==> config.mk <==
export PLATFORM = sky130hd
export DESIGN_NAME = product_accumulator
export DESIGN_NICKNAME = d
export VERILOG_FILES = /design/src/rtl/product_accumulator.sv
export SDC_FILE = /design/constraint.sdc
export NUM_CORES = 1
export LEC_CHECK = 0
export ABC_CLOCK_PERIOD_IN_PS = 1830
export CORE_MARGIN = 3
export CORE_UTILIZATION = 45
export CTS_BUF_LIST = sky130_fd_sc_hd__clkbuf_4
export DETAILED_ROUTE_END_ITERATION = 6
export GPL_ROUTABILITY_DRIVEN = 0
export PLACE_DENSITY_LB_ADDON = 0.15
export SYNTH_ARGS = -nofsm -noshare
export SYNTH_HDL_FRONTEND = slang
export SYNTH_SLANG_ARGS = --single-unit
==> constraint.sdc <==
create_clock -name clk -period 1.83 [get_ports clk]
set_input_delay 0.366 -clock clk [delete_from_list [all_inputs] [get_ports clk]]
set_output_delay 0.366 -clock clk [all_outputs]
set_load 0.005 [all_outputs]
==> src/rtl/product_accumulator.sv <==
// rtl/product_accumulator.sv - accumulates COUNT multiplier products into a wide sum over valid/ready handshakes
// Optional: PRODUCT_ACCUMULATOR_SATURATE_EN clamps the sum at 2^ACC_W-1 on carry-out instead of wrapping.
module product_accumulator #(
    parameter int ACC_W = 12,
    parameter int COUNT = 4
) (
    input  logic             clk,
    input  logic             rst_n,
    input  logic             clear,
    input  logic             in_valid,
    output logic             in_ready,
    input  logic [7:0]       product,
    output logic             out_valid,
    input  logic             out_ready,
    output logic [ACC_W-1:0] sum,
    output logic             ovf
);

    localparam int SUM_W = ACC_W + 1;

    typedef enum logic [1:0] {
        S_IDLE  = 2'd0,
        S_ACCUM = 2'd1,
        S_HOLD  = 2'd2,
        S_BAD   = 2'd3
    } state_t;

    state_t           r_state;
    logic [3:0]       r_cnt;
    logic [ACC_W-1:0] r_acc;
    logic             r_ovf;

    logic [SUM_W-1:0] w_add;
    logic             w_carry;
    logic [ACC_W-1:0] w_acc_nxt;
    logic [3:0]       w_cnt_nxt;

    assign w_add     = {1'b0, r_acc} + SUM_W'(product);
    assign w_carry   = w_add[ACC_W];
    assign w_cnt_nxt = r_cnt + 4'd1;

`ifdef PRODUCT_ACCUMULATOR_SATURATE_EN
    assign w_acc_nxt = w_carry ? {ACC_W{1'b1}} : w_add[ACC_W-1:0];
`else
    assign w_acc_nxt = w_add[ACC_W-1:0];
`endif

    // Handshake flags depend on state only, so out_ready never reaches in_ready.
    assign in_ready  = (r_state == S_IDLE) || (r_state == S_ACCUM);
    assign out_valid = (r_state == S_HOLD);
    assign sum       = r_acc;
    assign ovf       = r_ovf;

    always_ff @(posedge clk or negedge rst_n) begin
        if (!rst_n) begin
            r_state <= S_IDLE;
            r_cnt   <= 4'd0;
            r_acc   <= '0;
            r_ovf   <= 1'b0;
        end else if (clear) begin
            r_state <= S_IDLE;
            r_cnt   <= 4'd0;
            r_acc   <= '0;
            r_ovf   <= 1'b0;
        end else begin
            case (r_state)
                S_IDLE: begin
                    if (in_valid) begin
                        r_acc   <= ACC_W'(product);
                        r_cnt   <= 4'd1;
                        r_state <= (COUNT == 1) ? S_HOLD : S_ACCUM;
                    end
                end
                S_ACCUM: begin
                    if (in_valid) begin
                        r_acc <= w_acc_nxt;
                        r_cnt <= w_cnt_nxt;
                        if (w_carry) begin
                            r_ovf <= 1'b1;
                        end
                        if (w_cnt_nxt == 4'(COUNT)) begin
                            r_state <= S_HOLD;
                        end
                    end
                end
                S_HOLD: begin
                    if (out_ready) begin
                        r_state <= S_IDLE;
                        r_cnt   <= 4'd0;
                        r_acc   <= '0;
                        r_ovf   <= 1'b0;
                    end
                end
                default: begin
                    r_state <= S_IDLE;
                    r_cnt   <= 4'd0;
                    r_acc   <= '0;
                    r_ovf   <= 1'b0;
                end
            endcase
        end
    end

endmodule

# Yosys cells after proc, flatten, opt, wreduce, memory -nomap -nowiden

Cells that the tools add are included.
W data, S select, Z words.

Register bits: 19
Latch bits: 0
Bits in writable memories: 0
ROM bits: 0
Input bits: 13
Output and inout bits: 15
Logic and storage cells: 41
Memories kept: 0

Add/subtract/negate cells: 2
Multiply operators: 0
Div/mod/pow operators: 0
Order comparisons: 0
Eq/ne operators: 9
Shift operators: 0
Muxes and demuxes: 21
Bitwise logic cells: 0
Reduce and logical (&&, ||, !) cells: 5

Operators with widths:

| operator              | number |
|---|---|
| $mux W12              | 4 |
| $pmux W12 S3          | 1 |
| $mux W4               | 4 |
| $add A12 B8 Y13       | 1 |
| $pmux W4 S3           | 1 |
| $mux W2               | 5 |
| $ne A3 B3 Y1 const B  | 3 |
| $reduce_and A4 Y1     | 2 |
| $ne A3 B2 Y1 const B  | 2 |
| $pmux W2 S3           | 1 |
| $add A4 B1 Y4 const B | 1 |
| $eq A4 B3 Y1 const B  | 1 |
| $mux W1               | 4 |
| $pmux W1 S3           | 1 |
| $reduce_and A3 Y1     | 1 |
| $eq A2 B1 Y1 const B  | 1 |
| $eq A2 B2 Y1 const B  | 1 |
| $logic_not A2 Y1      | 1 |
| $ne A2 B2 Y1 const B  | 1 |
| $logic_or A1 B1 Y1    | 1 |

# Depth between registers and ports, before layout

Gate-level depths: netlist of run 1.

Word-level depth: 6
Depth in mapped cells: 7
Gate-level depth less buffers: 7

# Worst setup path after synthesis of run 1

OpenSTA, ideal clock, no wires.

Kind: flip-flop to flip-flop
Start: register r_acc[0] (netlist: sum[0])
End: register r_acc[10] (netlist: sum[10])
Arrival: 1.987 ns
Required time: 1.748 ns
Slack: -0.239 ns
Stages on the path, launching flop included: 8
Period minus slack after synthesis: 2.069 ns
Cell sequence: dfrtp_1 ha_1 fa_1 a21o_1 and3_1 o21a_1 or3_1 a22oi_2

Longest elaborated chain between the ends: 4

RTL lines:

| what                   | RTL line | RTL |
|---|---|---|
| start, declared        | 30       | `logic [ACC_W-1:0] r_acc;` |
| start signal, assigned | 69       | `r_acc <= ACC_W'(product);` |
| start signal, assigned | 76       | `r_acc <= w_acc_nxt;` |
| $add A12 B8 Y13        | 38       | `assign w_add = {1'b0, r_acc} + SUM_W'(product);` |
| $mux W12               | 75       | `if (in_valid) begin` |
| $pmux W12 S3           | 66       | `case (r_state)` |
| $mux W12               | 60       | `end else if (clear) begin` |

No other way between the ends. The select of a mux whose other input is x is not followed.
A chain may end at the register's enable or synchronous reset.

# Final worst setup path of run 1

Ends and elaborated chain as after synthesis.

==> run_results.csv, run 1 <==
group,metric,value,unit
outcome,outcome,"finished with violations",
outcome,violations,"setup timing",
detailed_routing,drc,0,
detailed_routing,via_per_inst,5.73,
timing,period_share,1.14,
timing,hold_viol_final,0,
timing,setup_tns,-822,ps
timing,max_freq,481,MHz
setup_path,cp-end-kind,"register",
setup_path,rr_endpoint,"sum[10]",
placement,hpwl,2760,microns
pwr,vdd_drop_max,380,uV
placement,post-place-ws,-605,ps
setup_path,critPathLaunchType,"register",
clocking,clkLatencyLatePin,310,ps
synth,synth_warnings,0,
setup_path,rr_worst_depth,7,
setup_path,crit_path_end,"sum[10]",
global_route,track_usage,0.219,
pwr,p_per_area,638,nW/um^2
detailed_routing,wirelength,3910,microns
clocking,cts_tree,"yes",
pwr,power.leakage,0.000905,uW
synth,synth-xor-area-share,0.0389,
synth,async_reset_ff_frac,1.00,
timing,clock-skew-final,7.99,ps
timing,rsz0062_at_grt,"true",
synth,yosys-mux-area-fraction,0.0148,
clocking,clk_path_buf_depth,2,
synth,synth-compound-area-share,0.257,
clocking,clock-sinks,19,
detailed_routing,wire_per_inst,16.0,microns
timing,setup_viol,7,
die,std_cell_rows,19,
detailed_routing,drtIter0Drc,59,
setup_path,cp.required,2070,ps
global_route,grt_pass1_wl,6050,microns
global_route,antenna_found_initial,0,
final_layout,drive_gt1_frac,0.300,
clocking,cts_buffers,3,
timing,setup_ws,-250,ps
setup_path,critPathArrivalTime,2320,ps
timing,layout_min_cycle_time,2080,ps
final_layout,synthToLayoutAreaGrowth,53.7,%
synth,synthAdderAreaFrac,0.107,
die,die-area,3700,sq um
final_layout,fin_nets,238,
setup_path,rrSetupSlack,-250,ps
synth,syn-mean-instance-area,9.01,sq um
setup_path,crit_fanout,3,
die,start_util,0.482,
synth,yosysUniqueCellTypes,43,
synth,seq_area_frac_synth,0.352,
clocking,h-tree-depth,1,
final_layout,n_antenna_cell,0,
die,die_width,60.8,microns
final_layout,finalNonFillerCells,244,
global_route,grt-ovfl-total,0,
die,die_h,60.8,microns
global_route,grt_start_max_net_pins,20,
timing,drv_slew,0,
flow_run,maxCapViolCount,0,
timing,tightest_slew,338,ps
detailed_routing,via_count,1397,
placement,portBuffers,27,
worst_hold_path,hp-class,"in2async",
setup_path,r2r-start,"sum[0]",
die,io_pins,28,
setup_path,startpoint,"sum[0]",
timing,slew_headroom,0.774,
synth,syn-num-nets,174,
detailed_routing,ant_nets,0,
detailed_routing,drtPass1Iterations,4,
clocking,postCtsHoldBufs,0,
synth,syn_inst,150,
synth,ys_seq_elements,19,
die,coreArea,2810,sq um
synth,synth_simple_gate_area_frac,0.190,
clocking,clkTransAtPathRegs,120,ps
synth,ys_dominant_reg_cell,"dfrtp_1",
setup_path,path_class,"reg2reg",
synth,synth_area,1350,sq um
final_layout,final_util,0.740,
synth,synth_edf_count,0,
placement,place_inst,238,
synth,synth_top_family_by_area,"compound AO/OA/AOI/OAI gates",
clocking,ctsRootBufferMaster,"clkbuf_4",
global_route,grt_pass1_vias,1330,
-- cells by family after synthesis --
kind of cell,Yosys count
adders and majority gates,11
xor gates and xnor gates,6
and+or+nand+nor,53
muxes,2
DFF,19
buffers and inverters,10
AOI/OAI and AO/OA,49
-- Yosys cell counts, types with 3 or more instances --
master / number / area, sq um
nor2_1: 10 / 37.5
nor3_1: 5 / 25.0
dfrtp_1: 19 / 475
inv_1: 6 / 22.5
nand3_1: 4 / 20.0
a221o_1: 3 / 30.0
o21bai_1: 3 / 22.5
a21oi_1: 7 / 35.0
o211ai_1: 3 / 22.5
xor2_1: 3 / 26.3
nand2_1: 20 / 75.1
xnor2_1: 3 / 26.3
o21ai_1: 11 / 55.1
o31ai_1: 3 / 22.5
ha_1: 10 / 125
and2_1: 3 / 18.8
-- sequential cells by signal, indices dropped and copies added (netlist names) --
name     cells
ovf          1
r_cnt        4
r_state      2
sum         12
-- routing by layer --
| metal | part of all wire | vias to the layer above | GRT usage |
|---|---|---|---|
| met3 | 0.042 | 8 | 0.0298 |
| met2 | 0.51 | 43 | 0.392 |
| met4 | 0.019 | 0 | 0.0650 |
| met5 | 0 | - | 0 |
| met1 | 0.43 | 670 | 0.272 |
| li1 | - | 676 | - |
-- worst min path at each step --
stage                to
3_3_place_gp     sum[3]
3_5_place_dp   r_cnt[3]
2_1_floorplan       ovf
5_1_grt        r_cnt[3]
4_1_cts        r_cnt[3]
6_report         sum[1]
-- layout by cell type (no fill, tap or decap), types with 2 or more instances in the layout --
master,instances
inv_1,6
a221o_1,3
nand2_1,20
xnor2_1,3
nor2_1,10
o31ai_1,3
a22oi_1,2
o21a_1,2
a211oi_4,2
nand3_1,3
mux2i_1,2
dfrtp_1,19
dlymetal6s2s_1,2
ha_2,2
a21o_1,2
o21ai_1,11
nor3_1,5
ha_1,4
o21bai_1,3
a21oi_2,4
dlygate4sd2_1,3
o21ai_2,2
clkdlybuf4s50_1,22
o211ai_1,3
buf_4,35
and2_1,3
or3_1,2
ha_4,4
a21oi_1,3
clkbuf_4,4
xor2_1,3
-- final cells by class --
class | count | area, sq um
fill | 207 | 728
clock buffer | 4 | 30.0
timing repair buffer | 63 | 554
multi-input combinational | 121 | 956
tap | 31 | 38.8
sequential | 19 | 475
inverter | 6 | 22.5
-- critical path, cell delays in order (launching register included) --
cell	delay, ps
dfrtp_1	430
ha_4	180
fa_2	360
a21o_1	180
and3_4	190
o21a_1	190
or3_1	320
a22oi_2	140
-- power breakdown --
part	switching [uW]	leakage (uW)	internal (uW)	total (uW)
clock network	145	0.0000184	100	245
logic	272	0.000632	323	596
registers	32.8	0.000255	452	485
-- stage by stage --
stage | area, sq um | hold WS [ps] | total power, uW
after detailed placement | 1910 | 521 | 987
after CTS | 1990 | 391 | 1260
after floorplan | 1360 | 70.4 | 734
final | 2080 | 371 | 1330
after global placement | 1910 | 505 | 972
after global routing | 2080 | 399 | 1390
-- repair_timing --
item                                    in CTS  in global routing
buffers inserted                             1                  2
endpoints found under the setup margin      10                 11
gates resized for setup                     13                 15
pin swaps                                    8                 11
No activity file was read; power rests on OpenSTA's default activity.
==> inputs of run 2 (changes only) <==
CTS_BUF_LIST = unset   (was sky130_fd_sc_hd__clkbuf_4)
==> run_results.csv, run 2 (synthesis results as in run 1) <==
group,metric,value,unit
setup_path,critPathArrivalTime,2340,ps
global_route,antenna_found_initial,0,
clocking,clk_path_buf_depth,2,
detailed_routing,via_per_inst,5.78,
placement,hpwl,2760,microns
clocking,postCtsHoldBufs,0,
timing,hold_ws,378,ps
detailed_routing,drtPass1Iterations,4,
setup_path,cp-end-kind,"register",
setup_path,path_class,"reg2reg",
global_route,grt_start_max_net_pins,20,
pwr,p_total,1310,uW
timing,setup_viol,7,
worst_hold_path,hp-class,"in2async",
final_layout,fin_area,2070,sq um
timing,period_share,1.15,
die,die-area,3700,sq um
pwr,power.leakage,0.000902,uW
clocking,cts_tree,"yes",
clocking,h-tree-depth,1,
detailed_routing,wirelength,3970,microns
clocking,ctsRootBufferMaster,"clkbuf_4",
die,die_h,60.8,microns
outcome,outcome,"finished with violations",
clocking,cts_buffers,3,
final_layout,layout_common_cells,"buf_4, clkdlybuf4s50_1, nand2_1, dfrtp_1, o21ai_1",
clocking,clkLatencyLatePin,310,ps
final_layout,n_antenna_cell,0,
setup_path,rrSetupSlack,-280,ps
detailed_routing,drtIter0Drc,63,
detailed_routing,drc,0,
setup_path,rr_worst_depth,7,
timing,layout_min_cycle_time,2110,ps
die,coreArea,2810,sq um
timing,tightest_slew,346,ps
final_layout,drive_gt1_frac,0.296,
global_route,grt_pass1_wl,6050,microns
die,std_cell_rows,19,
timing,clock-skew-final,8.12,ps
detailed_routing,via_count,1411,
timing,max_freq,475,MHz
timing,slew_headroom,0.769,
final_layout,fin_nets,238,
outcome,violations,"setup timing",
detailed_routing,wire_per_inst,16.3,microns
placement,dpl-instance-area,1910,sq um
timing,setup_ws,-276,ps
final_layout,synthToLayoutAreaGrowth,53.4,%
timing,setup_tns,-920,ps
clocking,clkTransAtPathRegs,120,ps
setup_path,rr_endpoint,"sum[10]",
pwr,p_per_area,632,nW/um^2
global_route,track_usage,0.219,
placement,post-place-ws,-605,ps
global_route,grt-ovfl-total,0,
global_route,grt_pass1_vias,1330,
detailed_routing,ant_nets,0,
pwr,vdd_drop_max,359,uV
setup_path,startpoint,"sum[0]",
timing,rsz0062_at_grt,"true",
setup_path,r2r-start,"sum[0]",
final_layout,largest_reg_flops,12,
die,start_util,0.482,
final_layout,final_common_cell,"buf_4",
timing,hold_viol_final,0,
placement,portBuffers,27,
setup_path,crit_fanout,3,
die,io_pins,28,
clocking,clock-sinks,19,
flow_run,maxCapViolCount,0,
die,die_width,60.8,microns
setup_path,critPathLaunchType,"register",
setup_path,cp.required,2060,ps
timing,drv_slew,0,
setup_path,crit_path_end,"sum[10]",
[run 2: changes by cell type in the layout (fill, tap and decap cells not counted)]
| cell | before | now |
|---|---|---|
| clkbuf_1 | 0 | 1 |
| clkbuf_4 | 4 | 3 |
[run 2: layer usage]
metal,track usage,wire [microns]
met1,0.272,1730
met2,0.392,2000
met3,0.0298,169
met4,0.0650,72
met5,0,0
[run 2: what timing repair did]
action / 4_1_cts / 5_1_grt
setup endpoints to repair: 10 / 11
pin swaps: 8 / 11
resized for setup: 13 / 15
setup buffers: 1 / 2
[run 2: power by group]
| group | total (uW) | internal (uW) | switching, uW |
|---|---|---|---|
| clock network | 226 | 85.1 | 141 |
| logic | 599 | 324 | 275 |
| registers | 485 | 452 | 32.8 |
| total | 1310 | 861 | 449 |
[run 2: worst min path at each step]
stage | to | cells past startpoint
6_report | r_cnt[3] | 2
5_1_grt | r_cnt[3] | 2
4_1_cts | r_cnt[3] | 2
3_5_place_dp | r_cnt[3] | 1
3_3_place_gp | sum[3] | 2
2_1_floorplan | ovf | 0
[run 2: area by class of cell]
cell class | instances | area [sq um]
clock buffer | 4 | 26.3
fill | 210 | 732
inverter | 6 | 22.5
multi-input combinational | 121 | 956
sequential | 19 | 475
tap | 31 | 38.8
timing repair buffer | 63 | 554
[run 2: critical path: stages (launching register included)]
cell     delay [ps]
dfrtp_1         440
ha_4            180
fa_2            360
a21o_1          180
and3_4          200
o21a_1          190
or3_1           330
a22oi_2         150
[run 2: metrics by stage]
step | cells | utilization
after floorplan | 150 | -
after global placement | 238 | 0.680
after detailed placement | 238 | 0.680
after CTS | 243 | 0.707
after global routing | 244 | 0.739
final | 244 | 0.739
==> inputs of run 3 (changes only) <==
CORE_ASPECT_RATIO = 0.8   (was unset)
REMOVE_ABC_BUFFERS = 1   (was unset)
==> run_results.csv, run 3 (synthesis results as in run 1) <==
group,metric,value,unit
placement,place_inst,249,
global_route,grt-ovfl-total,0,
final_layout,drive_gt1_frac,0.348,
clocking,clkTransAtPathRegs,80,ps
pwr,clkPwrFrac,0.206,
die,coreArea,2810,sq um
die,die_h,55.0,microns
timing,setup_ws,-236,ps
setup_path,path_class,"reg2reg",
clocking,ctsRootBufferMaster,"clkbuf_8",
global_route,track_usage,0.232,
final_layout,fin_nets,246,
final_layout,multiInputGateArea,1010,sq um
clocking,clkLatencyLatePin,260,ps
final_layout,largest_reg_flops,12,
pwr,p_int,975,uW
setup_path,path_cells,"ha_2 -> fa_2 -> a21o_1 -> and3_4 -> o21ai_1 -> a2111oi_0 -> o21bai_1",
detailed_routing,via_per_inst,5.75,
clocking,clock-sinks,19,
final_layout,final_util,0.790,
setup_path,cpPeakStageDelay,390,ps
global_route,antenna_found_initial,0,
setup_path,crit_slowest_cell,"dfrtp_1",
clocking,cts_tree,"yes",
pwr,power_switching_share,0.340,
detailed_routing,ant_nets,0,
final_layout,seq_area,477,sq um
outcome,outcome,"finished with violations",
die,die_width,67.3,microns
final_layout,n_antenna_cell,0,
setup_path,critPathArrivalTime,2200,ps
setup_path,cp.required,1960,ps
placement,portBuffers,27,
die,std_cell_rows,17,
detailed_routing,wirelength,4380,microns
pwr,seqPwrFrac,0.329,
detailed_routing,wire_per_inst,16.9,microns
global_route,grt_pass1_wl,6420,microns
global_route,grt_pass1_vias,1390,
outcome,violations,"setup timing",
die,io_pins,28,
global_route,grt_start_max_net_pins,20,
setup_path,crit_fanout,3,
clocking,clk_path_buf_depth,2,
pwr,p_per_area,667,nW/um^2
timing,period_share,1.13,
setup_path,cp-end-kind,"register",
timing,setup_tns,-851,ps
final_layout,n_fill_cell,201,
worst_hold_path,hp-class,"in2async",
final_layout,layout_common_cells,"buf_4, nand2_1, clkdlybuf4s50_1, dfrtp_1, o21ai_1",
detailed_routing,drtPass1Iterations,4,
setup_path,cp_top_family,"compound AO/OA/AOI/OAI gates",
placement,hpwl,2710,microns
pwr,power_frac_comb,0.465,
flow_run,maxCapViolCount,0,
timing,rsz0062_at_grt,"true",
timing,max_freq,484,MHz
setup_path,rrSetupSlack,-240,ps
timing,clock-skew-final,2.94,ps
timing,layout_min_cycle_time,2070,ps
final_layout,final_common_cell,"buf_4",
clocking,h-tree-depth,1,
clocking,postCtsHoldBufs,0,
timing,tightest_slew,499,ps
die,die-area,3700,sq um
timing,hold_viol_final,0,
final_layout,synthToLayoutAreaGrowth,64.1,%
pwr,power.leakage,0.000953,uW
detailed_routing,via_count,1488,
timing,setup_viol,5,
timing,drv_slew,0,
final_layout,finalNonFillerCells,259,
pwr,p_switching,503,uW
detailed_routing,drtIter0Drc,86,
setup_path,path_buf_inv,0,
clocking,cts_buffers,3,
die,start_util,0.481,
setup_path,critPathLaunchType,"register",
detailed_routing,drc,0,
pwr,vdd_drop_max,466,uV
timing,slew_headroom,0.659,
==> run 3: metal layers <==
| metal | GRT usage | vias up | routed length, microns |
|---|---|---|---|
| li1 | - | 698 | - |
| met1 | 0.306 | 704 | 1910 |
| met2 | 0.400 | 72 | 2050 |
| met3 | 0.0444 | 14 | 312 |
| met4 | 0.0505 | 0 | 104 |
| met5 | 0 | - | 0 |
==> run 3: area by class of cell <==
| cell class | instances | share of cell area |
|---|---|---|
| multi-input cells | 121 | 0.454 |
| inverters | 6 | 0.0102 |
| repair buffers | 71 | 0.279 |
| flip-flops and latches | 19 | 0.215 |
| clock inverters | 1 | 0.00226 |
| well taps | 38 | 0.0214 |
| clock buffers | 3 | 0.0186 |
==> run 3: stage by stage <==
step	power [uW]	hold WS (ps)	setup slack, ps	area, sq um
after floorplan	722	70.4	-239	1320
after global placement	983	510	-689	1940
after detailed placement	999	516	-734	1940
after CTS	1390	459	-167	2120
after global routing	1560	464	-346	2220
final	1480	447	-236	2220
==> run 3: worst paths after layout <==
kind | start | end | depth (start not counted)
min in group clk | product[3] | sum[3] | 3
hold reg to reg | r_cnt[2] | r_cnt[2] | 1
max in group asynchronous | rst_n | r_state[1] | 2
setup reg to reg | sum[0] | sum[8] | 7
hold / removal | rst_n | r_cnt[1] | 2
setup / recovery | sum[0] | sum[8] | 7
==> run 3: worst register-to-register path: stages, from the launching register on <==
cell,delay [ps]
dfrtp_1,390
ha_2,190
fa_2,340
a21o_1,200
and3_4,200
o21ai_1,230
a2111oi_0,180
o21bai_1,210
==> run 3: power groups by stage <==
stage	clock network, uW	registers (uW)	logic (uW)
floorplan	0	493	230
detailed placement	0	485	514
global route	330	491	734
CTS	309	484	594
finish	305	486	687
global placement	0	482	500
==> run 3: what timing repair did <==
action	CTS	global route
endpoints found under the setup margin	9	10
setup buffers	3	3
pin swaps	13	21
resized for setup	26	16
hold endpoints to repair	0	0
